File: config.mk
export PLATFORM = sky130hd
export DESIGN_NAME = ex_muldiv_ctrl
export DESIGN_NICKNAME = d
export VERILOG_FILES = /design/src/rtl/ex_muldiv_ctrl.sv
export SDC_FILE = /design/constraint.sdc
export NUM_CORES = 1
export LEC_CHECK = 0
export CORE_UTILIZATION = 25
export CTS_CLUSTER_DIAMETER = 100
export DETAILED_ROUTE_END_ITERATION = 16
export GPL_ROUTABILITY_DRIVEN = 0
export PLACE_DENSITY = 0.39
export SETUP_SLACK_MARGIN = 0.15
export SYNTH_ARGS = -nofsm -noshare
export SYNTH_HDL_FRONTEND = slang
export SYNTH_SLANG_ARGS = --single-unit
File: constraint.sdc
create_clock -name clk -period 13.79 [get_ports clk]
set_input_delay 2.0685 -clock clk [delete_from_list [all_inputs] [get_ports clk]]
set_output_delay 2.0685 -clock clk [all_outputs]
set_load 0.01 [all_outputs]
File: src/rtl/ex_muldiv_ctrl.sv
// Iterative radix-2 multiply/divide sequencer for the EX stage.
// Handshake: start is a level held by EX while stall_req is high; result_valid is a one-cycle strobe.
module ex_muldiv_ctrl #(
  parameter int DATA_W = 32
) (
  input  logic                  clk,
  input  logic                  rst,
  input  logic                  start,
  input  logic [1:0]            op,
  input  logic [DATA_W-1:0]     src_a,
  input  logic [DATA_W-1:0]     src_b,
  input  logic                  flush,
  output logic                  stall_req,
  output logic                  busy,
  output logic                  result_valid,
  output logic [2*DATA_W-1:0]   result
);
  localparam int CNT_W = $clog2(DATA_W);

  typedef enum logic [1:0] {IDLE, BUSY, DONE} state_t;

  state_t              state, next_state;
  logic [CNT_W-1:0]    cnt;
  logic [DATA_W-1:0]   acc_hi, acc_lo, opnd_b;
  logic                is_div, sign_q, sign_r;

  logic                signed_op, a_neg, b_neg, div_zero, last_step;
  logic [DATA_W-1:0]   a_mag, b_mag;
  logic [DATA_W:0]     add_sum, mul_sum, shifted, diff;
  logic [DATA_W-1:0]   step_hi, step_lo;
  logic [2*DATA_W-1:0] prod, fix_res;

  // Operand magnitudes; the bare negation of the most negative value is already its magnitude.
  always_comb begin
    signed_op = ~op[0];
    a_neg     = signed_op & src_a[DATA_W-1];
    b_neg     = signed_op & src_b[DATA_W-1];
    a_mag     = a_neg ? -src_a : src_a;
    b_mag     = b_neg ? -src_b : src_b;
    div_zero  = op[1] & (src_b == '0);
    last_step = (cnt == CNT_W'(DATA_W - 1));
  end

  always_comb begin
    add_sum = {1'b0, acc_hi} + {1'b0, opnd_b};
    mul_sum = acc_lo[0] ? add_sum : {1'b0, acc_hi};
    shifted = {acc_hi, acc_lo[DATA_W-1]};
    diff    = shifted - {1'b0, opnd_b};
    if (is_div) begin
      if (!diff[DATA_W]) begin
        step_hi = diff[DATA_W-1:0];
        step_lo = {acc_lo[DATA_W-2:0], 1'b1};
      end else begin
        step_hi = shifted[DATA_W-1:0];
        step_lo = {acc_lo[DATA_W-2:0], 1'b0};
      end
    end else begin
      step_hi = mul_sum[DATA_W:1];
      step_lo = {mul_sum[0], acc_lo[DATA_W-1:1]};
    end
    prod = {step_hi, step_lo};
    if (is_div)
      fix_res = {(sign_r ? -step_hi : step_hi), (sign_q ? -step_lo : step_lo)};
    else
      fix_res = sign_q ? -prod : prod;
  end

  always_ff @(posedge clk) begin
    if (!rst) state <= IDLE;
    else      state <= next_state;
  end

  always_comb begin
    next_state   = state;
    busy         = 1'b0;
    stall_req    = 1'b0;
    result_valid = 1'b0;
    case (state)
      IDLE: begin
        if (start && !flush) next_state = div_zero ? DONE : BUSY;
        stall_req = start & ~flush;
      end
      BUSY: begin
        if (flush)          next_state = IDLE;
        else if (last_step) next_state = DONE;
        stall_req = ~flush;
        busy      = 1'b1;
      end
      DONE: begin
        next_state   = IDLE;
        result_valid = ~flush;
        busy         = 1'b1;
      end
      default: next_state = IDLE;
    endcase
    if (!rst) begin
      busy         = 1'b0;
      stall_req    = 1'b0;
      result_valid = 1'b0;
    end
  end

  // For MUL the multiplier shifts through acc_lo and the multiplicand is added;
  // for DIV the dividend shifts out of acc_lo into the partial remainder in acc_hi.
  always_ff @(posedge clk) begin
    if (!rst) begin
      cnt    <= '0;
      acc_hi <= '0;
      acc_lo <= '0;
      opnd_b <= '0;
      is_div <= 1'b0;
      sign_q <= 1'b0;
      sign_r <= 1'b0;
      result <= '0;
    end else begin
      case (state)
        IDLE: begin
          if (start && !flush) begin
            if (div_zero) begin
              result <= {src_a, {DATA_W{1'b1}}};
            end else begin
              cnt    <= '0;
              acc_hi <= '0;
              acc_lo <= op[1] ? a_mag : b_mag;
              opnd_b <= op[1] ? b_mag : a_mag;
              is_div <= op[1];
              sign_q <= a_neg ^ b_neg;
              sign_r <= a_neg;
            end
          end
        end
        BUSY: begin
          if (!flush) begin
            acc_hi <= step_hi;
            acc_lo <= step_lo;
            cnt    <= cnt + CNT_W'(1);
            if (last_step) result <= fix_res;
          end
        end
        default: ;
      endcase
    end
  end
endmodule
==> flow_summary_export.csv, run 1 <==
group,metric,value,unit
clock_network,h-tree-depth,4,
sta,period_share,50.5,%
floorplanning,die-width,254,um
final_layout,mostFrequentLayoutCells,"308 x nor2_1, 188 x a21oi_1, 169 x dfxtp_1, 160 x nand2_1, 151 x o21ai_0",
sta,fin_tns_setup,0,ps
sta,skew,8.92,ps
routing,wl_met1,33.4,mm
routing,routed-via-count,17100,
logic_synthesis,yosysWarningCount,0,
final_layout,area_growth,17.0,%
final_layout,fillCellCount,6885,
setup_path,path_class,"reg2reg",
routing,top_layer,"met5",
placement,io_buffers,136,
routing,drt_wl_total,71.5,mm
global_route,first_global_vias,16400,
setup_path,critPathLaunchType,"flop",
logic_synthesis,synth-edff-count,0,
pwr,p_leak,6.90,nW
clock_network,clk-insertion-delay-late,460,ps
sta,rsz0062_at_grt,"false",
logic_synthesis,netlist_area,0.0159,mm2
final_layout,antenna_cells,0,
placement,place_area,0.0180,mm2
setup_path,slowest_delay,610,ps
final_layout,final_common_cell,"nor2_1",
floorplanning,start_util,25.2,%
logic_synthesis,syn_inst,2195,
sta,fmax,0.144,GHz
logic_synthesis,synth_nets,2340,
global_route,grt_pass1_wl,107,mm
logic_synthesis,syn_area_per_cell,7.23,um2
pwr,peakVddDrop,0.0616,mV
final_layout,drive_above_1_share,6.15,%
floorplanning,die-area,0.0645,mm2
setup_path,end_kind,"flop",
status,outcome,"finished, violations left",
global_route,grt_max_degree,80,
routing,drt-initial-drc-count,1185,
sta,setup_violations,0,
final_layout,nets,2376,
logic_synthesis,ys_seq_area_share,21.4,%
routing,vias_per_cell,5.53,
setup_path,worstPathRequired,14120,ps
pwr,power_density,90.6,mW/mm2
routing,wl_met2,33.4,mm
routing,dr.pass1.iters,13,
status,failed_checks,"DRC",
placement,post-dp-hpwl,54.3,mm
clock_network,clk_path_buf_depth,2,
global_route,antenna_found_initial,3,
final_layout,stdcell_area,0.0186,mm2
sta,maxSlewHeadroom,13.4,%
setup_path,cp.arrival,7290,ps
global_route,grt_usage,22.0,%
logic_synthesis,synth_cell_type_count,99,
setup_path,cp_slowest_cell,"nor4_1",
routing,route.met3.wl,3.22,mm
logic_synthesis,ys_ff_latch,170,
setup_path,cp_max_fo,24,
clock_network,clock-sinks,170,
clock_network,post_cts_resized,0,
sta,min_period,6960,ps
logic_synthesis,ys_async_sr_fraction,0,%
routing,wl_per_cell,23.1,um
floorplanning,die_y,254,um
worst_hold_path,hp-class,"reg2reg",
clock_network,clockRootBuffer,"clkbuf_16",
routing,ant_nets,0,
flow_run,max-cap-violations,0,
floorplanning,num_rows,92,
sta,drv_slew,0,
clock_network,hold_buffers,0,
global_route,grt_overflow,0,
floorplanning,core_area,0.0630,mm2
sta,hold_violations,0,
clock_network,path_clk_slew,70,ps
floorplanning,num_io_pins,137,
routing,route.detailed.drc,1,
logic_synthesis,synthFlopType,"dfxtp_1",
clock_network,post-cts-setup-buffers,0,
clock_network,cts_tree,"built",
sta,max_slew.worst_pin.slew,1290,ps
clock_network,numCtsBuffers,17,
==> logic make-up (layout without fill, tap and decap cells) <==
group,count (synthesis),count (layout),synth area share (%)
simple gates,761,761,22.8
compound gates,755,755,31.7
buf+inv,220,269,5.53
flops,170,170,21.4
xor+xnor,146,146,8.05
fa+ha+maj,75,75,6.00
mux,68,68,4.42
==> Yosys cell counts (30+ instances only) <==
master	number	area (um2)
xnor2_1	79	692
a211oi_1	67	503
ha_1	73	913
nor3_1	50	250
a21oi_1	189	946
xor2_1	67	587
o21ai_0	151	756
nand3_1	40	200
clkbuf_1	116	435
nor2_1	308	1160
nand2_1	161	604
dfxtp_1	170	3400
a31oi_1	41	257
inv_1	71	267
mux2i_1	51	510
a21o_1	30	225
==> power breakdown <==
part           internal (mW)  switching (mW)
Clock                  0.289           0.239
Sequential             0.510          0.0266
Combinational          0.211           0.409
==> worst max-delay path: cells and delay by family, from the launching register on <==
kind | cells | cell delay, ps
adders and majority gates | 3 | 850
muxes | 1 | 140
AOI/OAI and AO/OA | 6 | 1360
and+or+nand+nor | 11 | 3430
xor gates and xnor gates | 1 | 180
buffers and inverters | 3 | 490
DFF | 1 | 350
==> layout make-up <==
cell class / instances / area [um2] / area share, %
sequential: 170 / 3410 / 18.3
clock buffer: 19 / 464 / 2.50
inverter: 72 / 273 / 1.47
multi-input combinational: 1805 / 11600 / 62.7
clock inverter: 13 / 156 / 0.842
timing repair buffer: 165 / 1570 / 8.45
tap: 846 / 1060 / 5.70
==> final timing paths <==
kind	startpoint	end	slack, ps	cells past startpoint
worst max-delay path	acc_lo[31]	result[50]	6830	25
worst min-delay path	result[37]	result[37]	470	2
worst max register to register	acc_lo[31]	result[50]	6830	25
worst min register to register	result[37]	result[37]	470	2
==> per-stage QoR <==
step	power [mW]	util (%)	setup WS (ps)	hold slack (ps)	cells
after floorplan	0.938	-	8170	461	2195
after global placement	1.16	28.5	6530	471	3058
after detailed placement	1.16	28.5	6400	468	3058
after global routing	1.77	29.5	6300	500	3090
final	1.68	29.5	6830	467	3090
after CTS	1.69	29.5	6870	477	3090
==> metal layers <==
metal  vias to the layer above  track usage, %
met5                         -               0
met4                         6            5.51
met3                        67            2.33
met2                       486            36.8
met1                      8327            30.0
li1                       8217               -
==> flip-flops by register name, indices dropped and copies added, names as in the netlist <==
| signal | flops |
|---|---|
| result | 64 |
| acc_hi | 32 |
| acc_lo | 32 |
| opnd_b | 32 |
| cnt | 5 |
| state | 2 |
| is_div | 1 |
| sign_q | 1 |
| sign_r | 1 |
Power figures use the tool's default switching activity.
==> inputs of run 2 (changes only) <==
PLACE_DENSITY = 0.4   (was 0.39)
clock period = 5.6 ns   (was 13.79 ns; I/O delays follow)
==> flow_summary_export.csv, run 2 (synthesis results as in run 1) <==
group,metric,value,unit
status,outcome,"complete, no violations",
routing,top_layer,"met5",
placement,post-dp-hpwl,58.2,mm
sta,drv_slew,0,
floorplanning,die-width,254,um
worst_hold_path,hold_depth,2,
clock_network,clk_path_buf_depth,2,
clock_network,clock-sinks,170,
routing,wl_met2,34.5,mm
setup_path,cp.arrival,5670,ps
clock_network,cts_tree,"built",
floorplanning,num_io_pins,137,
placement,io_buffers,136,
worst_hold_path,hold_end,"result[61]",
final_layout,fillCellCount,6838,
sta,fin_tns_setup,0,ps
sta,maxSlewHeadroom,18.4,%
setup_path,end_kind,"flop",
setup_path,rr_startpoint,"acc_lo[31]",
final_layout,multi_input_area,0.0118,mm2
clock_network,clk-insertion-delay-late,470,ps
final_layout,drive_above_1_share,11.3,%
routing,drt-initial-drc-count,1721,
setup_path,rrSetupSlack,340,ps
routing,ant_nets,0,
final_layout,area_growth,23.3,%
routing,vias_per_cell,5.54,
setup_path,worstPathRequired,6010,ps
routing,wl_per_cell,23.4,um
sta,max_slew.worst_pin.slew,1220,ps
floorplanning,start_util,25.2,%
final_layout,largest_register_ffs,64,
routing,drt_wl_total,74.9,mm
final_layout,max_flop_register,"result",
sta,rsz0062_at_grt,"false",
global_route,antenna_found_initial,2,
setup_path,critPathLaunchType,"flop",
global_route,grt_pass1_wl,111,mm
final_layout,antenna_cells,0,
final_layout,final_common_cell,"nor2_1",
clock_network,numCtsBuffers,17,
global_route,grt_usage,23.0,%
routing,routed-via-count,17700,
floorplanning,num_rows,92,
sta,fmax,0.190,GHz
sta,hold_violations,0,
flow_run,max-cap-violations,0,
setup_path,r2r_cells,20,
global_route,first_global_vias,17000,
floorplanning,die-area,0.0645,mm2
sta,setup_violations,0,
pwr,peakVddDrop,0.256,mV
routing,dr.pass1.iters,6,
setup_path,cp_max_fo,16,
worst_hold_path,hp-class,"reg2reg",
routing,route.met3.wl,4.24,mm
final_layout,nets,2487,
setup_path,path_class,"reg2reg",
placement,dp_cells,3163,
sta,period_share,93.8,%
final_layout,final-seq-area,0.00341,mm2
routing,route.detailed.drc,0,
worst_hold_path,hold_path_startpoint,"result[61]",
routing,wl_met1,33.4,mm
sta,skew,11.6,ps
floorplanning,die_y,254,um
clock_network,path_clk_slew,70,ps
setup_path,regToRegEndpoint,"result[63]",
floorplanning,core_area,0.0630,mm2
global_route,grt_max_degree,83,
pwr,p_leak,7.46,nW
clock_network,hold_buffers,0,
clock_network,h-tree-depth,4,
pwr,p_total,4.26,mW
final_layout,mostFrequentLayoutCells,"307 x nor2_1, 185 x a21oi_1, 168 x dfxtp_1, 158 x nand2_1, 151 x o21ai_0",
final_layout,stdcell_count,3201,
global_route,grt_overflow,0,
clock_network,clockRootBuffer,"clkbuf_16",
sta,min_period,5260,ps
pwr,power_density,218,mW/mm2
-- run 2: worst max-delay path: stages (launching register included) --
cell and delay [ps]:
dfxtp_1 310, inv_1 80, ha_1 180, inv_1 60, fa_2 370, a211oi_1 240, buf_4 180, o211ai_1 90
nand2_2 130, a211oi_4 90, o31a_1 290, buf_4 240, nor2_2 230, buf_4 310, a311oi_1 210, or4_4 660
or4_4 580, o31ai_1 500, a31o_2 210, a31oi_1 70, a21oi_1 130
-- run 2: per-stage QoR --
step	setup WS (ps)	instance area [um2]	util, %	hold slack (ps)
2_1_floorplan	172	15900	-	461
3_3_place_gp	103	18900	30.0	467
3_5_place_dp	45.4	18900	30.0	458
4_1_cts	176	19400	30.9	469
5_1_grt	132	19600	31.1	497
6_report	344	19600	31.1	464
-- run 2: layer usage --
metal / track usage (%) / up-vias
li1: - / 8437
met1: 30.3 / 8545
met2: 37.8 / 648
met3: 2.99 / 106
met4: 9.35 / 2
met5: 0 / -
-- run 2: cell type report --
cell class / instances / share of cell area, %
Clock inverter: 12 / 0.601
Multi-Input combinational cell: 1805 / 60.0
Inverter: 72 / 1.39
Timing Repair Buffer: 276 / 12.8
Tap cell: 846 / 5.41
Sequential cell: 170 / 17.4
Clock buffer: 20 / 2.28
-- run 2: power by group --
group	switching (mW)	internal (mW)	leakage, nW	total, mW
Clock	0.603	0.630	0.271	1.23
Combinational	1.07	0.645	5.81	1.72
Sequential	0.0528	1.25	1.38	1.31
-- run 2: worst max path at each step --
stage	startpoint	end	slack (ps)	cells after the start
detailed placement	src_b[7]	result[60]	50	14
global route	opnd_b[19]	result[42]	130	24
global placement	src_b[7]	result[60]	100	14
floorplan	acc_lo[31]	result[56]	170	24
finish	acc_lo[31]	result[63]	340	20
CTS	acc_lo[31]	result[56]	180	23
-- run 2: what timing repair did --
| item | 4_1_cts | 5_1_grt |
|---|---|---|
| pin swaps | 2 | 3 |
| buffers inserted | 1 | 5 |
| endpoints found under the setup margin | 3 | 21 |
| resized for setup | 3 | 20 |
==> inputs of run 3 (changes only) <==
CTS_CLUSTER_SIZE = 14   (was not set)
MAX_ROUTING_LAYER = met4   (was not set)
==> flow_summary_export.csv, run 3 (synthesis results as in run 1) <==
group,metric,value,unit
sta,max_slew.worst_pin.slew,1240,ps
clock_network,numCtsBuffers,17,
worst_hold_path,hp-class,"reg2reg",
clock_network,clock-sinks,170,
floorplanning,num_io_pins,137,
final_layout,max_flop_register,"result",
routing,wl_per_cell,23.4,um
clock_network,clk-insertion-delay-late,480,ps
routing,top_layer,"met4",
routing,route.met3.wl,4.02,mm
pwr,p_sw_share,40.5,%
sta,period_share,94.0,%
global_route,grt_usage,23.7,%
sta,hold_violations,0,
final_layout,largest_register_ffs,64,
pwr,pwr-share-clk,28.8,%
placement,io_buffers,136,
sta,rsz0062_at_grt,"true",
global_route,grt_max_degree,83,
routing,drt-initial-drc-count,1677,
floorplanning,die-width,254,um
final_layout,nets,2488,
final_layout,area_growth,23.7,%
global_route,grt_pass1_wl,111,mm
flow_run,max-cap-violations,0,
sta,fmax,0.190,GHz
clock_network,hold_buffers,0,
pwr,peakVddDrop,0.258,mV
pwr,p_total,4.28,mW
sta,drv_slew,0,
setup_path,critPathLaunchType,"flop",
pwr,p_leak,7.48,nW
status,outcome,"complete, no violations",
floorplanning,core_area,0.0630,mm2
sta,setup_violations,0,
clock_network,clk_path_buf_depth,2,
clock_network,h-tree-depth,4,
placement,post-dp-hpwl,58.2,mm
pwr,pwr-share-comb,40.7,%
routing,wl_met1,33.6,mm
global_route,first_global_vias,17100,
final_layout,mostFrequentLayoutCells,"306 x nor2_1, 185 x a21oi_1, 169 x dfxtp_1, 157 x nand2_1, 151 x o21ai_0",
routing,route.detailed.drc,0,
pwr,power.switching,1.74,mW
routing,routed-via-count,17700,
global_route,antenna_found_initial,1,
sta,maxSlewHeadroom,17.2,%
setup_path,cp.arrival,5650,ps
floorplanning,start_util,25.2,%
sta,fin_tns_setup,0,ps
routing,ant_nets,0,
clock_network,clockRootBuffer,"clkbuf_16",
setup_path,cp_max_fo,16,
final_layout,drive_above_1_share,11.8,%
sta,min_period,5270,ps
clock_network,cts_tree,"built",
final_layout,final_common_cell,"nor2_1",
routing,dr.pass1.iters,8,
setup_path,path_class,"reg2reg",
routing,wl_met2,34.7,mm
floorplanning,die_y,254,um
routing,vias_per_cell,5.52,
setup_path,worstPathRequired,5990,ps
pwr,power_frac_seq,30.5,%
floorplanning,die-area,0.0645,mm2
pwr,p_int,2.55,mW
floorplanning,num_rows,92,
sta,skew,14.4,ps
pwr,power_density,218,mW/mm2
global_route,grt_overflow,0,
clock_network,path_clk_slew,80,ps
setup_path,end_kind,"flop",
routing,drt_wl_total,74.9,mm
==> run 3: cell count changes in the layout (fill, tap and decap cells not counted), moves of 2 or more <==
cell	before	now
or3_1	22	20
ha_2	2	5
or3_4	1	3
a211oi_2	2	4
ha_1	70	67
a211oi_1	66	64
==> run 3: per-stage QoR <==
stage	setup slack (ps)	hold WS, ps	instance area [um2]	instances	util [%]
floorplan	172	461	15900	2195	-
global placement	103	467	18900	3163	30.0
detailed placement	45.4	458	18900	3163	30.0
CTS	176	469	19400	3196	30.9
global route	137	497	19600	3203	31.2
finish	335	465	19600	3203	31.2
==> run 3: power groups by stage <==
stage	registers (mW)	clock network [mW]	logic [mW]
floorplan	1.32	0	0.998
global placement	1.33	0	1.68
detailed placement	1.33	0	1.67
CTS	1.31	1.26	1.69
global route	1.31	1.31	1.88
finish	1.31	1.23	1.74
==> run 3: routing by layer <==
layer | global-route usage [%] | up-vias
li1 | - | 8442
met1 | 30.5 | 8552
met2 | 37.7 | 594
met3 | 2.94 | 93
met4 | 9.35 | 0
met5 | - | -
==> run 3: worst paths after layout <==
check | startpoint | to | slack [ps] | cells after the start
hold reg to reg | result[61] | result[61] | 470 | 2
setup reg to reg | opnd_b[19] | result[56] | 330 | 18
hold / removal | result[61] | result[61] | 470 | 2
setup / recovery | opnd_b[19] | result[56] | 330 | 18
==> run 3: final cells by class <==
| class | count | area (um2) |
|---|---|---|
| Antenna cell | 1 | 2.50 |
| Clock buffer | 20 | 447 |
| Clock inverter | 12 | 118 |
| Fill cell | 6840 | 43300 |
| Inverter | 72 | 273 |
| Multi-Input combinational cell | 1805 | 11800 |
| Sequential cell | 170 | 3410 |
| Tap cell | 846 | 1060 |
| Timing Repair Buffer | 277 | 2540 |
==> run 3: timing repair <==
item                                    in CTS  in global routing
endpoints found under the setup margin       3                 21
pin swaps                                    2                 17
buffers inserted                             1                  6
resized for setup                            3                 37
==> run 3: critical path: stages (launching register included) <==
cell and delay [ps]:
dfxtp_1 370, inv_1 60, ha_1 360, a21oi_2 240
o21ai_2 140, a2111oi_4 410, nor3_4 130, o31a_1 360
buf_4 230, nor2_2 250, buf_6 240, buf_4 220
a311oi_1 160, or3_4 420, or2_1 270, or2_4 280
or4_4 550, and4_4 210, o41ai_2 260
